`src/rtl/mem_stage_pkg.sv`:
```
// mem_stage_pkg: shared widths and bus field positions for the MEM stage of
// the LoongArch-subset pipeline.
//   DATA_W          : datapath word width (alu_result, pc, SRAM data)
//   EX_MA_W         : width of ex_to_ma_bus
//   MA_WB_W         : width of ma_to_wb_bus
//   MA_ID_W         : width of ma_to_id_bus (hazard bus to ID)
//   EX_* / WB_*     : bit positions of the fields inside the two buses
package mem_stage_pkg;

  localparam int DATA_W  = 32;
  localparam int EX_MA_W = 71;
  localparam int MA_WB_W = 70;
  localparam int MA_ID_W = 6;

  // ex_to_ma_bus = {res_from_mem, gr_we, dest, alu_result, pc}
  localparam int EX_RFM_BIT = 70;
  localparam int EX_WE_BIT  = 69;
  localparam int EX_DEST_HI = 68;
  localparam int EX_DEST_LO = 64;
  localparam int EX_ALU_HI  = 63;
  localparam int EX_ALU_LO  = 32;
  localparam int EX_PC_HI   = 31;
  localparam int EX_PC_LO   = 0;

  // ma_to_wb_bus = {gr_we, dest, final_result, pc}
  localparam int WB_WE_BIT  = 69;
  localparam int WB_DEST_HI = 68;
  localparam int WB_DEST_LO = 64;
  localparam int WB_RES_HI  = 63;
  localparam int WB_RES_LO  = 32;
  localparam int WB_PC_HI   = 31;
  localparam int WB_PC_LO   = 0;

endpackage

```
`src/rtl/mem_stage_if.sv`:
```
// mem_stage_if: handshake and data buses around the MEM stage.
//   ex_validout     : EX holds a valid instruction for MEM
//   wb_allowin      : WB can accept this cycle
//   ma_allowin      : MEM can accept from EX this cycle
//   ma_validout     : MEM presents a valid instruction to WB
//   ex_to_ma_bus    : instruction payload from EX
//   data_sram_rdata : synchronous data SRAM read response
//   ma_to_wb_bus    : payload to WB
//   ma_to_id_bus    : {gr_we, dest} hazard info to ID, zero in a bubble
// Modport slave is the MEM stage itself; master is its environment.
interface mem_stage_if
  import mem_stage_pkg::*;
();

  logic               ex_validout;
  logic               wb_allowin;
  logic               ma_allowin;
  logic               ma_validout;
  logic [EX_MA_W-1:0] ex_to_ma_bus;
  logic [DATA_W-1:0]  data_sram_rdata;
  logic [MA_WB_W-1:0] ma_to_wb_bus;
  logic [MA_ID_W-1:0] ma_to_id_bus;

  modport slave (
    input  ex_validout, wb_allowin, ex_to_ma_bus, data_sram_rdata,
    output ma_allowin, ma_validout, ma_to_wb_bus, ma_to_id_bus
  );

  modport master (
    output ex_validout, wb_allowin, ex_to_ma_bus, data_sram_rdata,
    input  ma_allowin, ma_validout, ma_to_wb_bus, ma_to_id_bus
  );

endinterface

```
`src/rtl/mem_stage.sv`:
```
// mem_stage: MEM stage of the 5-stage pipeline. Registers the EX payload,
// merges in the SRAM read data for loads, and forwards the result to WB.
// Load data is captured into a hold register the first time WB stalls the
// instruction, so the result stays stable while the SRAM output moves on.
// Ports:
//   clk  : clock
//   rst  : synchronous, active-high reset
//   mif  : mem_stage_if.slave (EX/WB handshake, buses, SRAM read data)
module mem_stage
  import mem_stage_pkg::*;
(
  input  logic         clk,
  input  logic         rst,
  mem_stage_if.slave   mif
);

  logic               r_vld_p1;
  logic               r_held_p1;
  logic [EX_MA_W-1:0] r_bus_p1;
  logic [DATA_W-1:0]  r_rdata_hold_p1;

  logic               w_allowin;
  logic               w_rfm;
  logic               w_we;
  logic [4:0]         w_dest;
  logic [DATA_W-1:0]  w_alu;
  logic [DATA_W-1:0]  w_pc;
  logic [DATA_W-1:0]  w_final;

  // Load result: the held copy wins once captured; before that the SRAM
  // output is still presenting this instruction's data.
  function automatic logic [DATA_W-1:0] sel_result(
    input logic              rfm,
    input logic              held,
    input logic [DATA_W-1:0] alu,
    input logic [DATA_W-1:0] hold,
    input logic [DATA_W-1:0] rdata
  );
    if (!rfm)
      sel_result = alu;
    else if (held)
      sel_result = hold;
    else
      sel_result = rdata;
  endfunction

  // SRAM latency is fixed at one cycle, so MEM is always ready to go.
  assign w_allowin = ~r_vld_p1 | mif.wb_allowin;

  // ---- EX -> MEM register (p1) ----
  always_ff @(posedge clk) begin
    if (rst) begin
      r_vld_p1        <= 1'b0;
      r_held_p1       <= 1'b0;
      r_bus_p1        <= '0;
      r_rdata_hold_p1 <= '0;
    end else begin
      if (w_allowin)
        r_vld_p1 <= mif.ex_validout;
      // Capture and hold are exclusive: capture needs allowin, hold needs
      // a valid instruction stalled by WB (allowin low).
      if (mif.ex_validout && w_allowin) begin
        r_bus_p1  <= mif.ex_to_ma_bus;
        r_held_p1 <= 1'b0;
      end else if (r_vld_p1 && !r_held_p1 && !mif.wb_allowin) begin
        r_rdata_hold_p1 <= mif.data_sram_rdata;
        r_held_p1       <= 1'b1;
      end
    end
  end

  assign w_rfm   = r_bus_p1[EX_RFM_BIT];
  assign w_we    = r_bus_p1[EX_WE_BIT];
  assign w_dest  = r_bus_p1[EX_DEST_HI:EX_DEST_LO];
  assign w_alu   = r_bus_p1[EX_ALU_HI:EX_ALU_LO];
  assign w_pc    = r_bus_p1[EX_PC_HI:EX_PC_LO];
  assign w_final = sel_result(w_rfm, r_held_p1, w_alu, r_rdata_hold_p1,
                              mif.data_sram_rdata);

  // ---- MEM -> WB outputs (combinational from p1) ----
  assign mif.ma_allowin                          = w_allowin;
  assign mif.ma_validout                         = r_vld_p1;
  assign mif.ma_to_wb_bus[WB_WE_BIT]             = w_we;
  assign mif.ma_to_wb_bus[WB_DEST_HI:WB_DEST_LO] = w_dest;
  assign mif.ma_to_wb_bus[WB_RES_HI:WB_RES_LO]   = w_final;
  assign mif.ma_to_wb_bus[WB_PC_HI:WB_PC_LO]     = w_pc;
  assign mif.ma_to_id_bus = {w_we & r_vld_p1, w_dest & {5{r_vld_p1}}};

endmodule

```
`src/flat_wrapper.sv`:
```
// flat-port wrapper written by rule: the top's interface ports become plain ports
module mem_stage_flat import mem_stage_pkg::*;
  (clk, rst, mif_ex_validout, mif_wb_allowin, mif_ex_to_ma_bus, mif_data_sram_rdata, mif_ma_allowin, mif_ma_validout, mif_ma_to_wb_bus, mif_ma_to_id_bus);
  mem_stage_if mif_i ();
  input  logic clk;
  input  logic rst;
  input wire logic [$bits(mif_i.ex_validout)-1:0] mif_ex_validout;
  input wire logic [$bits(mif_i.wb_allowin)-1:0] mif_wb_allowin;
  input wire logic [$bits(mif_i.ex_to_ma_bus)-1:0] mif_ex_to_ma_bus;
  input wire logic [$bits(mif_i.data_sram_rdata)-1:0] mif_data_sram_rdata;
  output wire logic [$bits(mif_i.ma_allowin)-1:0] mif_ma_allowin;
  output wire logic [$bits(mif_i.ma_validout)-1:0] mif_ma_validout;
  output wire logic [$bits(mif_i.ma_to_wb_bus)-1:0] mif_ma_to_wb_bus;
  output wire logic [$bits(mif_i.ma_to_id_bus)-1:0] mif_ma_to_id_bus;
  assign mif_i.ex_validout = mif_ex_validout;
  assign mif_i.wb_allowin = mif_wb_allowin;
  assign mif_i.ex_to_ma_bus = mif_ex_to_ma_bus;
  assign mif_i.data_sram_rdata = mif_data_sram_rdata;
  assign mif_ma_allowin = mif_i.ma_allowin;
  assign mif_ma_validout = mif_i.ma_validout;
  assign mif_ma_to_wb_bus = mif_i.ma_to_wb_bus;
  assign mif_ma_to_id_bus = mif_i.ma_to_id_bus;
  mem_stage u_core (.clk(clk), .rst(rst), .mif(mif_i));
endmodule
```
`config.mk`:
```
export PLATFORM = sky130hd
export DESIGN_NAME = mem_stage_flat
export DESIGN_NICKNAME = d
export VERILOG_FILES = /design/src/rtl/mem_stage_pkg.sv /design/src/rtl/mem_stage_if.sv /design/src/rtl/mem_stage.sv /design/src/flat_wrapper.sv
export SDC_FILE = /design/constraint.sdc
export NUM_CORES = 1
export LEC_CHECK = 0
export ABC_AREA = 1
export BUFFER_PORTS_ARGS = -buffer_cell sky130_fd_sc_hd__buf_2
export CAP_MARGIN = 15
export CORE_AREA = 4 4 109 163
export CTS_CLUSTER_DIAMETER = 40
export DETAILED_ROUTE_END_ITERATION = 7
export DIE_AREA = 0 0 113 167
export PLACE_DENSITY = 0.67
export SLEW_MARGIN = 40
export SYNTH_ARGS = -nofsm -noshare
export SYNTH_HDL_FRONTEND = slang
export SYNTH_SLANG_ARGS = --single-unit
```
`constraint.sdc`:
```
create_clock -name clk -period 1.6 [get_ports clk]
set_input_delay 0.08 -clock clk [delete_from_list [all_inputs] [get_ports clk]]
set_output_delay 0.08 -clock clk [all_outputs]
set_load 0.01 [all_outputs]
```
==> results of run 1 <==
final timing paths:
kind,slack [ps],depth (start not counted),endpoint,startpoint
hold / removal,40,5,u_core.r_bus_p1[68],mif_ex_to_ma_bus[68]
hold reg to reg,480,2,u_core.r_bus_p1[26],u_core.r_bus_p1[26]
setup reg to reg,380,6,u_core.r_rdata_hold_p1[3],u_core.mif.ma_validout
setup / recovery,60,5,mif_ma_to_wb_bus[37],u_core.r_held_p1
final cells by class:
cell class / count / area [um2]
Clock inverter: 4 / 53.8
Sequential cell: 105 / 2100
Tap cell: 206 / 258
Fill cell: 1786 / 9400
Timing Repair Buffer: 202 / 1150
Clock buffer: 10 / 239
Antenna cell: 1 / 2.50
Multi-Input combinational cell: 584 / 2430
Inverter: 147 / 553
cell families (layout without fill, tap and decap cells):
family	count (synthesis)	after routing	share of synthesized area, %
flip-flops	105	105	37.1
other	0	1	0
buffers and inverters	247	363	20.1
AO/OA/AOI/OAI	105	105	9.27
AND/OR/NAND/NOR	479	479	33.6
state kept, by name, summed over array words and instances, names as in the netlist:
name                    count
u_core.r_held_p1            1
u_core.mif.ma_validout      1
u_core.r_rdata_hold_p1     32
u_core.r_bus_p1            71
cell usage in the layout, fill, tap and decap left out, drive strengths merged:
cell type    instances
dlygate4sd3          1
clkinvlp             2
clkinv               1
dfxtp              105
bufinv               1
diode                1
nand3               72
nand2              239
inv                147
a21oi               73
o21ai               32
nor2               168
buf                201
clkbuf              10
stage by stage:
stage | cell area, um2 | setup slack [ps]
final | 6790 | 62.8
after global routing | 6790 | 3.70
after CTS | 6780 | 21.6
after detailed placement | 6470 | 179
after global placement | 6470 | 210
after floorplan | 5670 | 433
per-layer routing:
| layer | part of all wire (%) | vias to the layer above |
|---|---|---|
| met3 | 6.4 | 33 |
| met1 | 44 | 2323 |
| met2 | 47 | 130 |
| met5 | 0.25 | - |
| li1 | - | 2982 |
| met4 | 2.4 | 10 |
worst max-delay path: cells and delay by family (launching register included):
| kind | cells | cell delay (ps) |
|---|---|---|
| compound gates | 1 | 220 |
| flops | 1 | 370 |
| simple gates | 1 | 90 |
| buf+inv | 3 | 430 |
where the power goes:
part	switching (W)	internal (W)	leakage, nW
logic	0.000742	0.000525	2.91
registers	0.000101	0.00280	0.869
clock network	0.000982	0.00125	0.137
total	0.00183	0.00457	3.92
synthesized netlist by cell type:
library cell               number
sky130_fd_sc_hd__nor2_2         1
sky130_fd_sc_hd__buf_4         45
sky130_fd_sc_hd__nand3_1       71
sky130_fd_sc_hd__buf_6          1
sky130_fd_sc_hd__buf_1          3
sky130_fd_sc_hd__buf_2         29
sky130_fd_sc_hd__a21oi_1       73
sky130_fd_sc_hd__clkbuf_1      21
sky130_fd_sc_hd__nor2_1       167
sky130_fd_sc_hd__dfxtp_1      105
sky130_fd_sc_hd__o21ai_0       32
sky130_fd_sc_hd__nand3_2        1
sky130_fd_sc_hd__nand2_4        1
sky130_fd_sc_hd__inv_1        145
sky130_fd_sc_hd__inv_2          2
sky130_fd_sc_hd__clkbuf_2       1
sky130_fd_sc_hd__nand2_1      238
what timing repair did:
action / in CTS / in global routing
hold endpoints to repair: 2 / 0
setup endpoints to repair: 4 / 13
gates cloned: 0 / 0
gates resized for setup: 5 / 6
hold buffers: 1 / 0
==> flow_summary.ini, run 1 <==
[cells_and_area]
utilization_pct = 42.0
final_nets = 1156
areaGrowthSynthToFinish_pct = 19.8
drive_above_1_share_pct = 21.3
fin_cells = 1259

[sta]
crit_share_post_route_pct = 96.1
fmaxAchievable_ghz = 0.651
worst_pin_slew_ps = 467
fin_worst_skew_ps = 8.17
final.setup.tns_ps = 0
max-slew-margin-rel_pct = 68.9
final-hold-violation-count = 0
hold_ws_ps = 44.0
period_minus_slack_ps = 1540
grt_setup_unrepaired = false
setup-violations-final = 0
max_slew_violation_count = 0

[placement]
detailed_place_hpwl_um = 10600
number_of_cells_in_the_design_after_placement = 1243
port_buffers = 184
gp_routability_congestion = 0.813

[synth]
seq_cells_post_synth = 105
syn-mean-instance-area_um2 = 6.06
synth_top_cell_by_area = sky130_fd_sc_hd__dfxtp_1
synth_area_um2 = 5670
synth_sequential_area_ratio_pct = 37.1
synth_nets = 1043
synthDominantCellAreaShare_pct = 37.1
ys_warn_count = 0
top_area_cells_in_the_synthesized_netlist = sky130_fd_sc_hd__dfxtp_1 (37%), sky130_fd_sc_hd__nand2_1 (16%), sky130_fd_sc_hd__nor2_1 (11%)
netlist_instances = 936
yosysUniqueCellTypes = 17

[routing]
route.vias.total = 5478
antenna_violating_nets_post_route = 0
avgRoutedWirePerCell_um = 12.0
detail_route.drc_violations = 0
detailedRoute.firstPassIterationCount = 4
drt_wl_total_um = 15100
drt-initial-drc-count = 270
post_drt_via_cell_ratio = 4.35

[power]
vdd.ir_drop.worst_v = 0.000442
power_density_nw_per_um2 = 942
power_leakage_nw = 3.92
finalPower_w = 0.00640

[clocking]
max-clock-path-buffers = 2
post_cts_buffers = 0
tritoncts_num_sinks = 105
worst_skew_pair.late_latency_ps = 340
cts_tree = built
clock_tree.root_cell = sky130_fd_sc_hd__clkbuf_16
clock_tree.htree_level_count = 3
cts_made_buffers = 9
cts.reportedPaths.clkPinSlew_ps = 70

[floorplan]
boundaryPins = 185
placementRows = 57
die-width_um = 113
coreArea_um2 = 16200
initial_core_util_pct = 35.0
dieHeight_um = 167
floorplan.die_area_um2 = 18900

[worst_setup_path]
crit_path_top_delay_cell = sky130_fd_sc_hd__dfxtp_2
timing.critical_path.from_type = register
worstPathCellList = inv_2 > buf_12 > o21ai_0 > nand2_1 > buf_2
crit_path_max_incr_delay_ps = 370
crit_path_max_fanout = 23
cp.required_ps = 1520
startpoint_to_endpoint_class_of_the_critical_path = reg2out
critPathCaptureType = primary output
data_arrival_at_the_endpoint_of_the_critical_path_ps = 1460

[run_status]
run_status = finished, final reports clean

[flow_run]
drv.max_cap_violation_count = 0

[min_path]
hp-class = in2reg

[global_routing]
global_route_track_usage_on_met1_pct = 20.5
antenna_violations_before_repair = 6
busiest_layer = met2
grt_pass1_vias = 5009
wire_length_of_the_first_global_routing_pass_um = 25000
grt_use_met2_pct = 25.6
grt-ovfl-total = 0
grt_util_met3_pct = 3.77
maximum_number_of_pins_on_one_net_before_global_route_repair = 95
globalRouteTotalUtil_pct = 16.0
Note: power is estimated with default switching activity, not from simulation.
==> run 2, diff against run 1 <==
- BUFFER_PORTS_ARGS: -buffer_cell sky130_fd_sc_hd__buf_2 -> -buffer_cell sky130_fd_sc_hd__clkbuf_2
- RECOVER_POWER: unset -> 50
==> run 2 against run 1 <==
Against the previous run:
- sequential cell count unchanged
- clock power increased by 4%
- critical path type unchanged
- hold slack got worse by 6.8 ps
==> flow_summary.ini, run 2 (synthesis results as in run 1) <==
[min_path]
min-delay-start = mif_ex_to_ma_bus[59]
hold_depth = 5
hp-class = in2reg

[placement]
number_of_cells_in_the_design_after_placement = 1242
port_buffers = 184
detailed_place_hpwl_um = 10600
gp_routability_congestion = 0.868

[floorplan]
initial_core_util_pct = 35.0
boundaryPins = 185
die-width_um = 113
placementRows = 57
coreArea_um2 = 16200
floorplan.die_area_um2 = 18900
dieHeight_um = 167

[sta]
final-hold-violation-count = 0
max_slew_violation_count = 0
setup-violations-final = 0
fin_worst_skew_ps = 7.05
max-slew-margin-rel_pct = 71.1
grt_setup_unrepaired = false
period_minus_slack_ps = 1510
crit_share_post_route_pct = 94.6
final.setup.tns_ps = 0
fmaxAchievable_ghz = 0.660
worst_pin_slew_ps = 433

[cells_and_area]
drive_above_1_share_pct = 17.7
areaGrowthSynthToFinish_pct = 20.0
layout_commonest_cell = sky130_fd_sc_hd__nand2_1
n_antenna_cell = 0
max_flop_register = u_core.r_bus_p1
final_cell_mix = sky130_fd_sc_hd__nand2_1 (239), sky130_fd_sc_hd__nor2_1 (167), sky130_fd_sc_hd__inv_1 (143), sky130_fd_sc_hd__clkbuf_2 (143), sky130_fd_sc_hd__dfxtp_1 (104)
final_nets = 1158
largest_registers = u_core.r_bus_p1: 71 flops, u_core.r_rdata_hold_p1: 32 flops
fin_cells = 1262
flip_flop_count_of_the_largest_register_after_layout = 71

[global_routing]
maximum_number_of_pins_on_one_net_before_global_route_repair = 99
antenna_violations_before_repair = 0
grt-ovfl-total = 0
wire_length_of_the_first_global_routing_pass_um = 24700
globalRouteTotalUtil_pct = 15.7
grt_pass1_vias = 4993

[worst_setup_path]
startpoint_to_endpoint_class_of_the_critical_path = reg2out
critPathCaptureType = primary output
cp.required_ps = 1520
timing.critical_path.from_type = register
data_arrival_at_the_endpoint_of_the_critical_path_ps = 1430
crit_path_max_fanout = 20
reg2reg_depth = 5
critical_path.reg2reg.startpoint = u_core.mif.ma_validout
critical_path_startpoint = u_core.r_held_p1

[routing]
drt-initial-drc-count = 315
post_drt_via_cell_ratio = 4.39
detail_route.drc_violations = 0
antenna_violating_nets_post_route = 0
drt_wl_total_um = 15300
detailedRoute.firstPassIterationCount = 4
route.vias.total = 5546
avgRoutedWirePerCell_um = 12.1

[clocking]
max-clock-path-buffers = 2
clock_tree.htree_level_count = 3
cts_tree = built
cts.reportedPaths.clkPinSlew_ps = 70
tritoncts_num_sinks = 105
worst_skew_pair.late_latency_ps = 340
clock_tree.root_cell = sky130_fd_sc_hd__clkbuf_16
cts_made_buffers = 9

[power]
clkPwrFrac_pct = 35.8
vdd.ir_drop.worst_v = 0.000437
internal_power_w = 0.00463
power_leakage_nw = 3.81
power.combinational.fraction_pct = 19.4
power_density_nw_per_um2 = 957
sw_share_pct = 28.9
power.net_switching_w = 0.00188
seqPwrFrac_pct = 44.7

[run_status]
run_status = finished, final reports clean

[flow_run]
drv.max_cap_violation_count = 0
## run 2: power by group through the flow
stage / logic, W / registers [W] / clock network, W
after global placement: 0.00126 / 0.00296 / 0
after CTS: 0.00129 / 0.00291 / 0.00244
after floorplan: 0.000912 / 0.00293 / 0
final: 0.00127 / 0.00291 / 0.00233
after detailed placement: 0.00128 / 0.00297 / 0
after global routing: 0.00145 / 0.00293 / 0.00252
## run 2: path summary, 6_finish.rpt
path                          endpoint  slack, ps
setup / recovery  mif_ma_to_wb_bus[44]         90
hold / removal     u_core.r_bus_p1[59]         40
setup reg to reg   u_core.r_bus_p1[15]        290
hold reg to reg     u_core.r_bus_p1[2]        480
## run 2: repair_timing
item,in CTS,in global routing
resized for setup,8,10
setup endpoints to repair,31,10
buffers inserted,2,0
cloned,0,1
hold buffers,1,0
endpoints found under the hold margin,2,0
## run 2: layer usage
metal,vias up,track usage [%],share of wire [%],wire (um)
met5,-,0,0,0
met4,0,5.02,1.8,274
met3,16,4.17,6.3,958
met2,122,26.1,49,7480
met1,2414,19.7,43,6590
li1,2994,-,-,-
## run 2: area by class of cell
class                      instances  area, um2
fill                            1774       9380
multi-input combinational        584       2420
clock inverter                     5       61.3
timing repair buffer             204       1150
clock buffer                      11        253
inverter                         147        556
sequential                       105       2100
tap                              206        258
## run 2: critical path: stages, from the launching register on
cell and delay [ps]:
sky130_fd_sc_hd__dfxtp_2 380, sky130_fd_sc_hd__clkinvlp_4 130, sky130_fd_sc_hd__buf_12 170, sky130_fd_sc_hd__o21ai_0 170
sky130_fd_sc_hd__nand2_1 90, sky130_fd_sc_hd__clkbuf_2 140
## run 2: per-stage QoR
stage	power (W)	setup WS [ps]	area [um2]	hold slack [ps]	util [%]
after global placement	0.00423	285	6480	321	40.1
after floorplan	0.00385	433	5670	149	-
final	0.00651	85.9	6810	37.3	42.0
after CTS	0.00664	43.4	6840	18.8	42.3
after global routing	0.00690	5.29	6810	38.1	42.0
after detailed placement	0.00425	276	6480	317	40.1
